--- src/rtl/pw_utmi_tx_pkg.sv ---
// pw_utmi_tx shared types: UTMI opmode codes and transmit FSM states.
// No ports; imported by pw_utmi_tx and pw_utmi_tx_buffer.
package pw_utmi_tx_pkg;

  localparam logic [1:0] OPMODE_NORMAL     = 2'b00;
  localparam logic [1:0] OPMODE_NONDRIVING = 2'b01;
  localparam logic [1:0] OPMODE_NOSTUFF    = 2'b10;

  typedef enum logic [2:0] {
    ST_IDLE,
    ST_SETUP,
    ST_GAP,
    ST_SEND,
    ST_TAIL
  } tx_state_e;

endpackage

--- src/rtl/pw_utmi_tx_buffer.sv ---
// Packet byte buffer: sync write port, sync (1-cycle) read port with enable.
// Ports: clk_i, rst_i, wr_i/wr_addr_i/wr_data_i, rd_i/rd_addr_i, rd_data_o.
module pw_utmi_tx_buffer #(
  parameter int pADDR_WIDTH = 6
) (
  input  logic                   clk_i,
  input  logic                   rst_i,
  input  logic                   wr_i,
  input  logic [pADDR_WIDTH-1:0] wr_addr_i,
  input  logic [7:0]             wr_data_i,
  input  logic                   rd_i,
  input  logic [pADDR_WIDTH-1:0] rd_addr_i,
  output logic [7:0]             rd_data_o
);

  localparam int DEPTH = 2 ** pADDR_WIDTH;

  logic [7:0] mem_q [DEPTH];
  logic [7:0] rd_data_q;

  always_ff @(posedge clk_i) begin
    if (wr_i) mem_q[wr_addr_i] <= wr_data_i;
  end

  // Read register doubles as the PHY DataOut register, so it resets.
  always_ff @(posedge clk_i or posedge rst_i) begin
    if (rst_i) rd_data_q <= 8'h00;
    else if (rd_i) rd_data_q <= mem_q[rd_addr_i];
  end

  assign rd_data_o = rd_data_q;

endmodule

--- src/rtl/pw_utmi_tx.sv ---
// UTMI transmit engine: replays one prebuilt USB packet from a local buffer.
// Ports: buffer write, len/gap/start/abort control, UTMI rx/tx handshake, status.
module pw_utmi_tx
  import pw_utmi_tx_pkg::*;
#(
  parameter int pADDR_WIDTH   = 6,
  parameter int pSETUP_CYCLES = 4,
  parameter int pTAIL_CYCLES  = 16
) (
  input  logic                   fe_clk,
  input  logic                   reset_i,
  input  logic                   I_buf_wr,
  input  logic [pADDR_WIDTH-1:0] I_buf_addr,
  input  logic [7:0]             I_buf_data,
  input  logic [pADDR_WIDTH:0]   I_len,
  input  logic [7:0]             I_gap,
  input  logic                   I_start,
  input  logic                   I_abort,
  input  logic                   fe_rxactive,
  input  logic                   fe_txrdy,
  output logic [7:0]             O_tx_data,
  output logic                   O_txvalid,
  output logic [1:0]             O_opmode,
  output logic                   O_busy,
  output logic                   O_done,
  output logic                   O_aborted,
  output logic                   O_wr_blocked
);

  localparam logic [pADDR_WIDTH:0] LEN_MAX =
    (pADDR_WIDTH+1)'(2 ** pADDR_WIDTH);
  localparam logic [7:0] SETUP_LAST = 8'(pSETUP_CYCLES - 1);
  localparam logic [7:0] TAIL_LAST  = 8'(pTAIL_CYCLES - 1);

  tx_state_e              state_q;
  logic [pADDR_WIDTH:0]   len_q;
  logic [pADDR_WIDTH:0]   idx_q;
  logic [7:0]             gap_q;
  logic [7:0]             cnt_q;
  logic                   abt_q;
  logic                   txvalid_q;
  logic [1:0]             opmode_q;
  logic                   done_q;
  logic                   aborted_q;
  logic                   wr_blocked_q;

  logic                   idle;
  logic                   abort_ok;
  logic                   advance;
  logic                   last;
  logic [pADDR_WIDTH:0]   idx_nxt;
  logic [pADDR_WIDTH:0]   start_len;
  logic [pADDR_WIDTH-1:0] rd_addr;
  logic                   buf_wr;

  assign idle      = (state_q == ST_IDLE);
  assign abort_ok  = I_abort &&
                     (state_q == ST_SETUP ||
                      state_q == ST_GAP   ||
                      state_q == ST_SEND);
  assign advance   = (state_q == ST_SEND) && fe_txrdy && !I_abort;
  assign idx_nxt   = idx_q + 1'b1;
  assign last      = (idx_nxt == len_q);
  assign start_len = (I_len > LEN_MAX) ? LEN_MAX : I_len;
  assign buf_wr    = I_buf_wr && idle;

  // Read one address ahead on an accepted byte so the next byte is
  // already on DataOut in the following cycle.
  assign rd_addr = advance ? idx_nxt[pADDR_WIDTH-1:0]
                           : idx_q[pADDR_WIDTH-1:0];

  pw_utmi_tx_buffer #(
    .pADDR_WIDTH(pADDR_WIDTH)
  ) u_buf (
    .clk_i     (fe_clk),
    .rst_i     (reset_i),
    .wr_i      (buf_wr),
    .wr_addr_i (I_buf_addr),
    .wr_data_i (I_buf_data),
    .rd_i      (!idle),
    .rd_addr_i (rd_addr),
    .rd_data_o (O_tx_data)
  );

  always_ff @(posedge fe_clk or posedge reset_i) begin
    if (reset_i) begin
      state_q      <= ST_IDLE;
      len_q        <= '0;
      idx_q        <= '0;
      gap_q        <= 8'h00;
      cnt_q        <= 8'h00;
      abt_q        <= 1'b0;
      txvalid_q    <= 1'b0;
      opmode_q     <= OPMODE_NONDRIVING;
      done_q       <= 1'b0;
      aborted_q    <= 1'b0;
      wr_blocked_q <= 1'b0;
    end else begin
      done_q    <= 1'b0;
      aborted_q <= 1'b0;
      if (I_buf_wr && !idle) wr_blocked_q <= 1'b1;
      if (abort_ok) begin
        // Abort beats a same-cycle last-byte accept.
        txvalid_q <= 1'b0;
        state_q   <= ST_TAIL;
        cnt_q     <= 8'h00;
        abt_q     <= 1'b1;
        aborted_q <= 1'b1;
      end else begin
        unique case (state_q)
          ST_IDLE: begin
            if (I_start) begin
              wr_blocked_q <= 1'b0;
              idx_q        <= '0;
              cnt_q        <= 8'h00;
              abt_q        <= 1'b0;
              gap_q        <= I_gap;
              len_q        <= start_len;
              if (start_len == '0) begin
                done_q <= 1'b1;
              end else begin
                state_q  <= ST_SETUP;
                opmode_q <= OPMODE_NORMAL;
              end
            end
          end
          ST_SETUP: begin
            if (cnt_q == SETUP_LAST) begin
              state_q <= ST_GAP;
              cnt_q   <= 8'h00;
            end else begin
              cnt_q <= cnt_q + 8'd1;
            end
          end
          ST_GAP: begin
            // Leave on the cycle that completes the quiet run.
            if (gap_q == 8'h00 ||
                (!fe_rxactive && (cnt_q + 8'd1) == gap_q)) begin
              state_q   <= ST_SEND;
              txvalid_q <= 1'b1;
            end else if (fe_rxactive) begin
              cnt_q <= 8'h00;
            end else begin
              cnt_q <= cnt_q + 8'd1;
            end
          end
          ST_SEND: begin
            if (fe_txrdy) begin
              idx_q <= idx_nxt;
              if (last) begin
                txvalid_q <= 1'b0;
                state_q   <= ST_TAIL;
                cnt_q     <= 8'h00;
              end
            end
          end
          ST_TAIL: begin
            if (cnt_q == TAIL_LAST) begin
              opmode_q <= OPMODE_NONDRIVING;
              done_q   <= !abt_q;
              state_q  <= ST_IDLE;
            end else begin
              cnt_q <= cnt_q + 8'd1;
            end
          end
          default: state_q <= ST_IDLE;
        endcase
      end
    end
  end

  assign O_txvalid    = txvalid_q;
  assign O_opmode     = opmode_q;
  assign O_busy       = !idle;
  assign O_done       = done_q;
  assign O_aborted    = aborted_q;
  assign O_wr_blocked = wr_blocked_q;

endmodule

--- config.mk ---
export PLATFORM = sky130hd
export DESIGN_NAME = pw_utmi_tx
export DESIGN_NICKNAME = d
export VERILOG_FILES = /design/src/rtl/pw_utmi_tx_pkg.sv /design/src/rtl/pw_utmi_tx_buffer.sv /design/src/rtl/pw_utmi_tx.sv
export SDC_FILE = /design/constraint.sdc
export NUM_CORES = 1
export LEC_CHECK = 0
export ABC_CLOCK_PERIOD_IN_PS = 3630
export BUFFER_PORTS_ARGS = -buffer_cell sky130_fd_sc_hd__buf_2
export CAP_MARGIN = 10
export CORE_MARGIN = 5
export CORE_UTILIZATION = 50
export CTS_CLUSTER_DIAMETER = 80
export DETAILED_ROUTE_END_ITERATION = 7
export GPL_TIMING_DRIVEN = 0
export PLACE_DENSITY_LB_ADDON = 0.25
export SLEW_MARGIN = 20
export SYNTH_ARGS = -nofsm -noshare
export SYNTH_HDL_FRONTEND = slang
export SYNTH_SLANG_ARGS = --single-unit
--- constraint.sdc ---
create_clock -name fe_clk -period 3.63 [get_ports fe_clk]
set_input_delay 0.726 -clock fe_clk [delete_from_list [all_inputs] [get_ports fe_clk]]
set_output_delay 0.726 -clock fe_clk [all_outputs]
set_load 0.05 [all_outputs]
Yosys cells after proc, flatten, opt, wreduce, memory -nomap -nowiden. Memories as Yosys holds them, arrays and structs flattened. A register that Yosys moved wholly into a read port is not among the register bits. Cells that the tools add are included. Widths: inputs -> output; s select.

Equality and inequality tests: 21. Bitwise logic cells: 1. Muxes and demuxes: 47. $add $sub $neg: 2. Order comparisons: 1. Reduce and logical (&&, ||, !) cells: 30.

Operator list (number): $mux 8 (8); $pmux 8 s5 (1); $mux 3 (8); $mux 7 (3); $mux 1 (18); $ne 3x3->1 const B (6); $pmux 3 s5 (1); $pmux 7 s2 (1); $ne 3x2->1 const B (3); $add 8x1->8 const B (1); $eq 8x2->1 const B (1); $eq 8x4->1 const B (1); $eq 8x8->1 (1); $logic_not 8->1 (1); $ne 2x2->1 const B (4); $reduce_and 4->1 (2); $reduce_bool 2->1 (4); $add 7x1->7 const B (1); $eq 7x7->1 (1); $gt 7x7->1 const B (1); $logic_not 7->1 (1); $reduce_and 7->1 (1); $eq 3x2->1 const B (2); $logic_and 1x1->1 (6); other kinds (16) (25).

Output and inout bits: 15. Flip-flop bits (word level): 40. Logic and storage cells: 114. Memory bits (writable): 512. Memories kept: 1.

Memories: u_buf.mem_q (depth 64, width 8, read ports 1, clocked after memory_dff 1, wr ports 1, RTL line pw_utmi_tx_buffer.sv:18) `logic [7:0] mem_q [DEPTH];`.

Depth between registers and ports, before layout.
Word-level depth: 7. Gate-level depth with buffers: 11. Mapped depth without buffers: 8.

By module. From an unflattened synthesis, not the netlist that was laid out.

Cell total of the unflattened synthesis: 1211. Area, all modules: 22675.5 um2.

Modules (own cells, without submodules): pw_utmi_tx_buffer (cells an instance 939, area an instance 20233.2 um2, instances 1); pw_utmi_tx (cells an instance 272, area an instance 2442.3 um2, instances 1).

Least setup slack after synthesis. No wires, ideal clock.

Path kind: register to register. From: register idx_q[0]. To: register state_q[0]. Cell stages (with the launch flop): 10. Setup time: 0.065 ns. Path buffers: 1. Data arrival time: 2.656 ns. Data required time: 3.565 ns. Slack: 0.909 ns. Path through: dfrtp_1 ha_1 buf_2 or3b_2 a21oi_1 o21ai_0 o31a_1 or4_1 a2111oi_0 a21o_1.

Longest elaborated chain between the ends: 4.

Ends and longest elaborated chain: start: declaration (RTL line pw_utmi_tx.sv:37) `logic [pADDR_WIDTH:0] idx_q;`; start signal: assignment (RTL line pw_utmi_tx.sv:149) `idx_q <= idx_nxt;`; $add 7x1->7 (RTL line pw_utmi_tx.sv:62) `assign idx_nxt = idx_q + 1'b1;`; $eq 7x7->1 (RTL line pw_utmi_tx.sv:63) `assign last = (idx_nxt == len_q);`; $ne 3x3->1 (no line); $reduce_and 7->1 (no line); end signal: assignment (RTL line pw_utmi_tx.sv:87) `state_q <= ST_IDLE;`; end signal: assignment (RTL line pw_utmi_tx.sv:105) `state_q <= ST_TAIL;`; end signal: assignment (RTL line pw_utmi_tx.sv:122) `state_q <= ST_SETUP;`; end: declaration (RTL line pw_utmi_tx.sv:35) `tx_state_e state_q;`.

Every way passes these cells. A chain may end at the register's enable or synchronous reset.

Final worst setup path.
From: register state_q[2]. To: register u_buf.rd_data_q[5], in the netlist u_buf.rd_data_o[5], read port of u_buf.mem_q.

Longest elaborated chain between the ends: 4. Elaborated cells between the ends (all ways): 6. Those cells by class: eq/ne: 1; mux: 1; reduce/logical: 4.

Ends and longest elaborated chain: $eq 3x2->1 (RTL line pw_utmi_tx.sv:61) `assign advance = (state_q == ST_SEND) && fe_txrdy && !I_abort;`; $logic_and 1x1->1 (2 in a row) (RTL line pw_utmi_tx.sv:61); $mux 6 (RTL line pw_utmi_tx.sv:69) `assign rd_addr = advance ? idx_nxt[pADDR_WIDTH-1:0]`; end: declaration (RTL line pw_utmi_tx_buffer.sv:19) `logic [7:0] rd_data_q;`.

Parallel ways exist; a longest one is shown, timed or not.

==> results_dict.tcl <==
set metrics [dict create \
    numCtsBuffers 57 \
    arrival_ps 4250 \
    grt_usage_pct 28.5 \
    grt_pass1_wl_um 108000 \
    io_pins 51 \
    synth_cell_types 60 \
    dpl_cell_area_um2 24700 \
    start_util_pct 50.6 \
    fin_hold_ws_ps 210 \
    clkLatencyLatePin_ps 630 \
    crit_chain "clkbuf_1 -> nand4bb_1 -> o21ai_2 -> buf_2 -> clkbuf_2 -> nand3_1 -> nand3_1 -> a41oi_1 -> o41ai_2 -> o211a_1" \
    synth.cell_area_um2 23600 \
    fmax_ghz 0.272 \
    clk_pin_slew_ps 60 \
    synth-edff-count 512 \
    hold_viol_final 0 \
    synth_seq_cells 559 \
    cts-root-buf "clkbuf_16" \
    startpoint_type "flop" \
    grt_setup_unrepaired "true" \
    max-cap-violations 0 \
    syn_to_final_growth_pct 13.6 \
    grt_max_degree 65 \
    drv_slew 0 \
    p_leak_nw 8.87 \
    final.period_utilization_pct 101 \
    syn_inst 1895 \
    finalNetCount 2043 \
    cellPowerDensity_nw_per_um2 610 \
    end_kind "flop" \
    io_buffers 46 \
    crit_buf_inv 3 \
    r2r_start "state_q[2]$_DFFE_PP0P_" \
    antenna_found_initial 1 \
    cts.sinks 559 \
    drc 0 \
    ys_async_sr_fraction_pct 8.41 \
    drtIter0Drc 2662 \
    die_h_um 227 \
    fin_area_um2 26800 \
    yosys_warnings 0 \
    via_count 17500 \
    peakVddDrop_uv 702 \
    crit_type "flop to flop" \
    r2r_cells 10 \
    cpMaxStageDelayCell "o41ai_2" \
    cts_tree "built" \
    cpPeakStageDelay_ps 660 \
    tightestPinTransition_ps 1150 \
    violations "setup timing" \
    viasPerCell 6.60 \
    critPathTopFamily "compound AO/OA/AOI/OAI gates" \
    final_common_cell "nand3_1" \
    critPathMostFrequentCell "nand3_1" \
    status "finished with violations" \
    worst_slack_ps -50.8 \
    core-area_um2 46700 \
    critPathRequiredTime_ps 4200 \
    finClkSkew_ps 28.9 \
    antenna_left 0 \
    postSynthAreaPerCell_um2 12.5 \
    drive_gt1_share_pct 13.3 \
    routedWlPerCell_um 28.1 \
    n_antenna_cell 0 \
    fin_total_pwr_mw 16.4 \
    firstDrtPassIters 6 \
    synth_nets 1933 \
    setup_viol 1 \
    mostFrequentLayoutCells "nand3_1, edfxtp_1, o21ai_0, clkbuf_1, clkbuf_2" \
    hold_path_class "input pin to async pin" \
    die_area_um2 51700 \
    h-tree-depth 2 \
    ys_seq_area_share_pct 70.1 \
    synth_top_flop_cell "edfxtp_1" \
    drt-total-wl_um 74400 \
    fin_crit_ps 3680 \
    r2r-end "u_buf.rd_data_o[5]$_DFFE_PP0N_" \
    die_w_um 227 \
    place.gp.congestion 0.957 \
    overflow 0 \
    num_rows 79 \
    clk_path_buf_depth 3 \
    cts_hold_buf 0 \
    relSlewSlack_pct 23.0 \
    worst-r2r-setup-slack_ps -50 \
    hpwlAfterDp_um 50100 \
    grt_pass1_vias 16300 \
    worstPathMaxFanout 10 \
]
registers in the layout (all words and copies together) (netlist names), 3 cells and up:
name	count
u_buf.mem_q	512
state_q	3
idx_q	7
u_buf.rd_data_o	8
gap_q	8
cnt_q	8
len_q	7
cell families after synthesis:
kind of cell    Yosys count  share of synthesized area [%]
mux                      11                          0.514
other cells               1                         0.0159
fa+ha+maj                 2                          0.106
compound gates          419                           10.8
buf+inv                 176                           2.88
simple gates            703                           14.7
xor+xnor                 24                          0.949
flops                   559                           70.1
worst max path at each step:
stage	slack, ps	start	end	depth (start not counted)
6_report	-50	state_q[2]$_DFFE_PP0P_	u_buf.rd_data_o[5]$_DFFE_PP0N_	10
5_1_grt	-50	state_q[1]$_DFFE_PP0P_	u_buf.mem_q[34][6]$_DFFE_PP_	6
4_1_cts	-90	state_q[1]$_DFFE_PP0P_	u_buf.mem_q[14][4]$_DFFE_PP_	6
3_5_place_dp	-1060	I_abort	u_buf.rd_data_o[4]$_DFFE_PP0N_	10
3_3_place_gp	-930	I_abort	u_buf.rd_data_o[4]$_DFFE_PP0N_	10
2_1_floorplan	910	idx_q[0]$_DFFE_PP0P_	state_q[0]$_DFFE_PP0P_	9
report_power, final:
| group | leakage (nW) | internal [mW] | switching (mW) | total, mW |
|---|---|---|---|---|
| clock network | 0.847 | 3.18 | 2.45 | 5.64 |
| registers | 5.19 | 7.23 | 0.192 | 7.42 |
| logic | 2.83 | 0.979 | 2.33 | 3.31 |
| total | 8.87 | 11.4 | 4.97 | 16.4 |
metal layers:
layer	routed length [um]	global-route usage, %	share of wire, %
met1	29500	41.8	40
met2	33200	42.3	45
met3	8700	5.91	12
met4	3080	11.0	4.1
met5	0	0	0
Yosys cell counts, types with 6 or more instances:
| cell | count | share of area, % |
|---|---|---|
| inv_1 | 8 | 0.13 |
| o21ai_0 | 286 | 6.1 |
| nor2_1 | 85 | 1.4 |
| mux2_2 | 9 | 0.43 |
| o211a_1 | 8 | 0.34 |
| nand3_1 | 523 | 11 |
| dfrtp_1 | 46 | 4.9 |
| and3_1 | 6 | 0.16 |
| xor2_1 | 13 | 0.48 |
| buf_1 | 10 | 0.16 |
| o41ai_1 | 17 | 0.63 |
| nand2b_1 | 12 | 0.32 |
| nand2_1 | 37 | 0.59 |
| clkbuf_1 | 144 | 2.3 |
| a21oi_1 | 10 | 0.21 |
| edfxtp_1 | 512 | 65 |
| buf_2 | 13 | 0.28 |
| a41oi_1 | 64 | 2.4 |
| o21ai_1 | 6 | 0.13 |
| xnor2_1 | 10 | 0.37 |
per-stage QoR:
| stage | TNS (ps) | instances | utilization [%] | worst slack (ps) |
|---|---|---|---|---|
| CTS | -3630 | 2652 | 57.1 | -89.1 |
| finish | -50.8 | 2653 | 57.5 | -50.8 |
| detailed placement | -8610 | 2552 | 53.0 | -1060 |
| global route | -694 | 2653 | 57.5 | -50.9 |
| floorplan | 0 | 1895 | - | 909 |
| global placement | -5990 | 2548 | 52.7 | -933 |
what timing repair did:
item | in CTS | in global routing
endpoints found under the setup margin | 74 | 136
pin swaps | 0 | 2
gates resized for setup | 55 | 109
buffers inserted | 0 | 2
cell type report:
type                    count  area, um2
fillers                  3801      19800
flip-flops and latches    559      16600
multi-input cells        1160       6620
clock buffers              70       1500
well taps                 607        759
plain buffers             167        751
repair buffers             52        365
clock inverters            30        248
inverters                   8       32.5
Power figures use the tool's default switching activity.
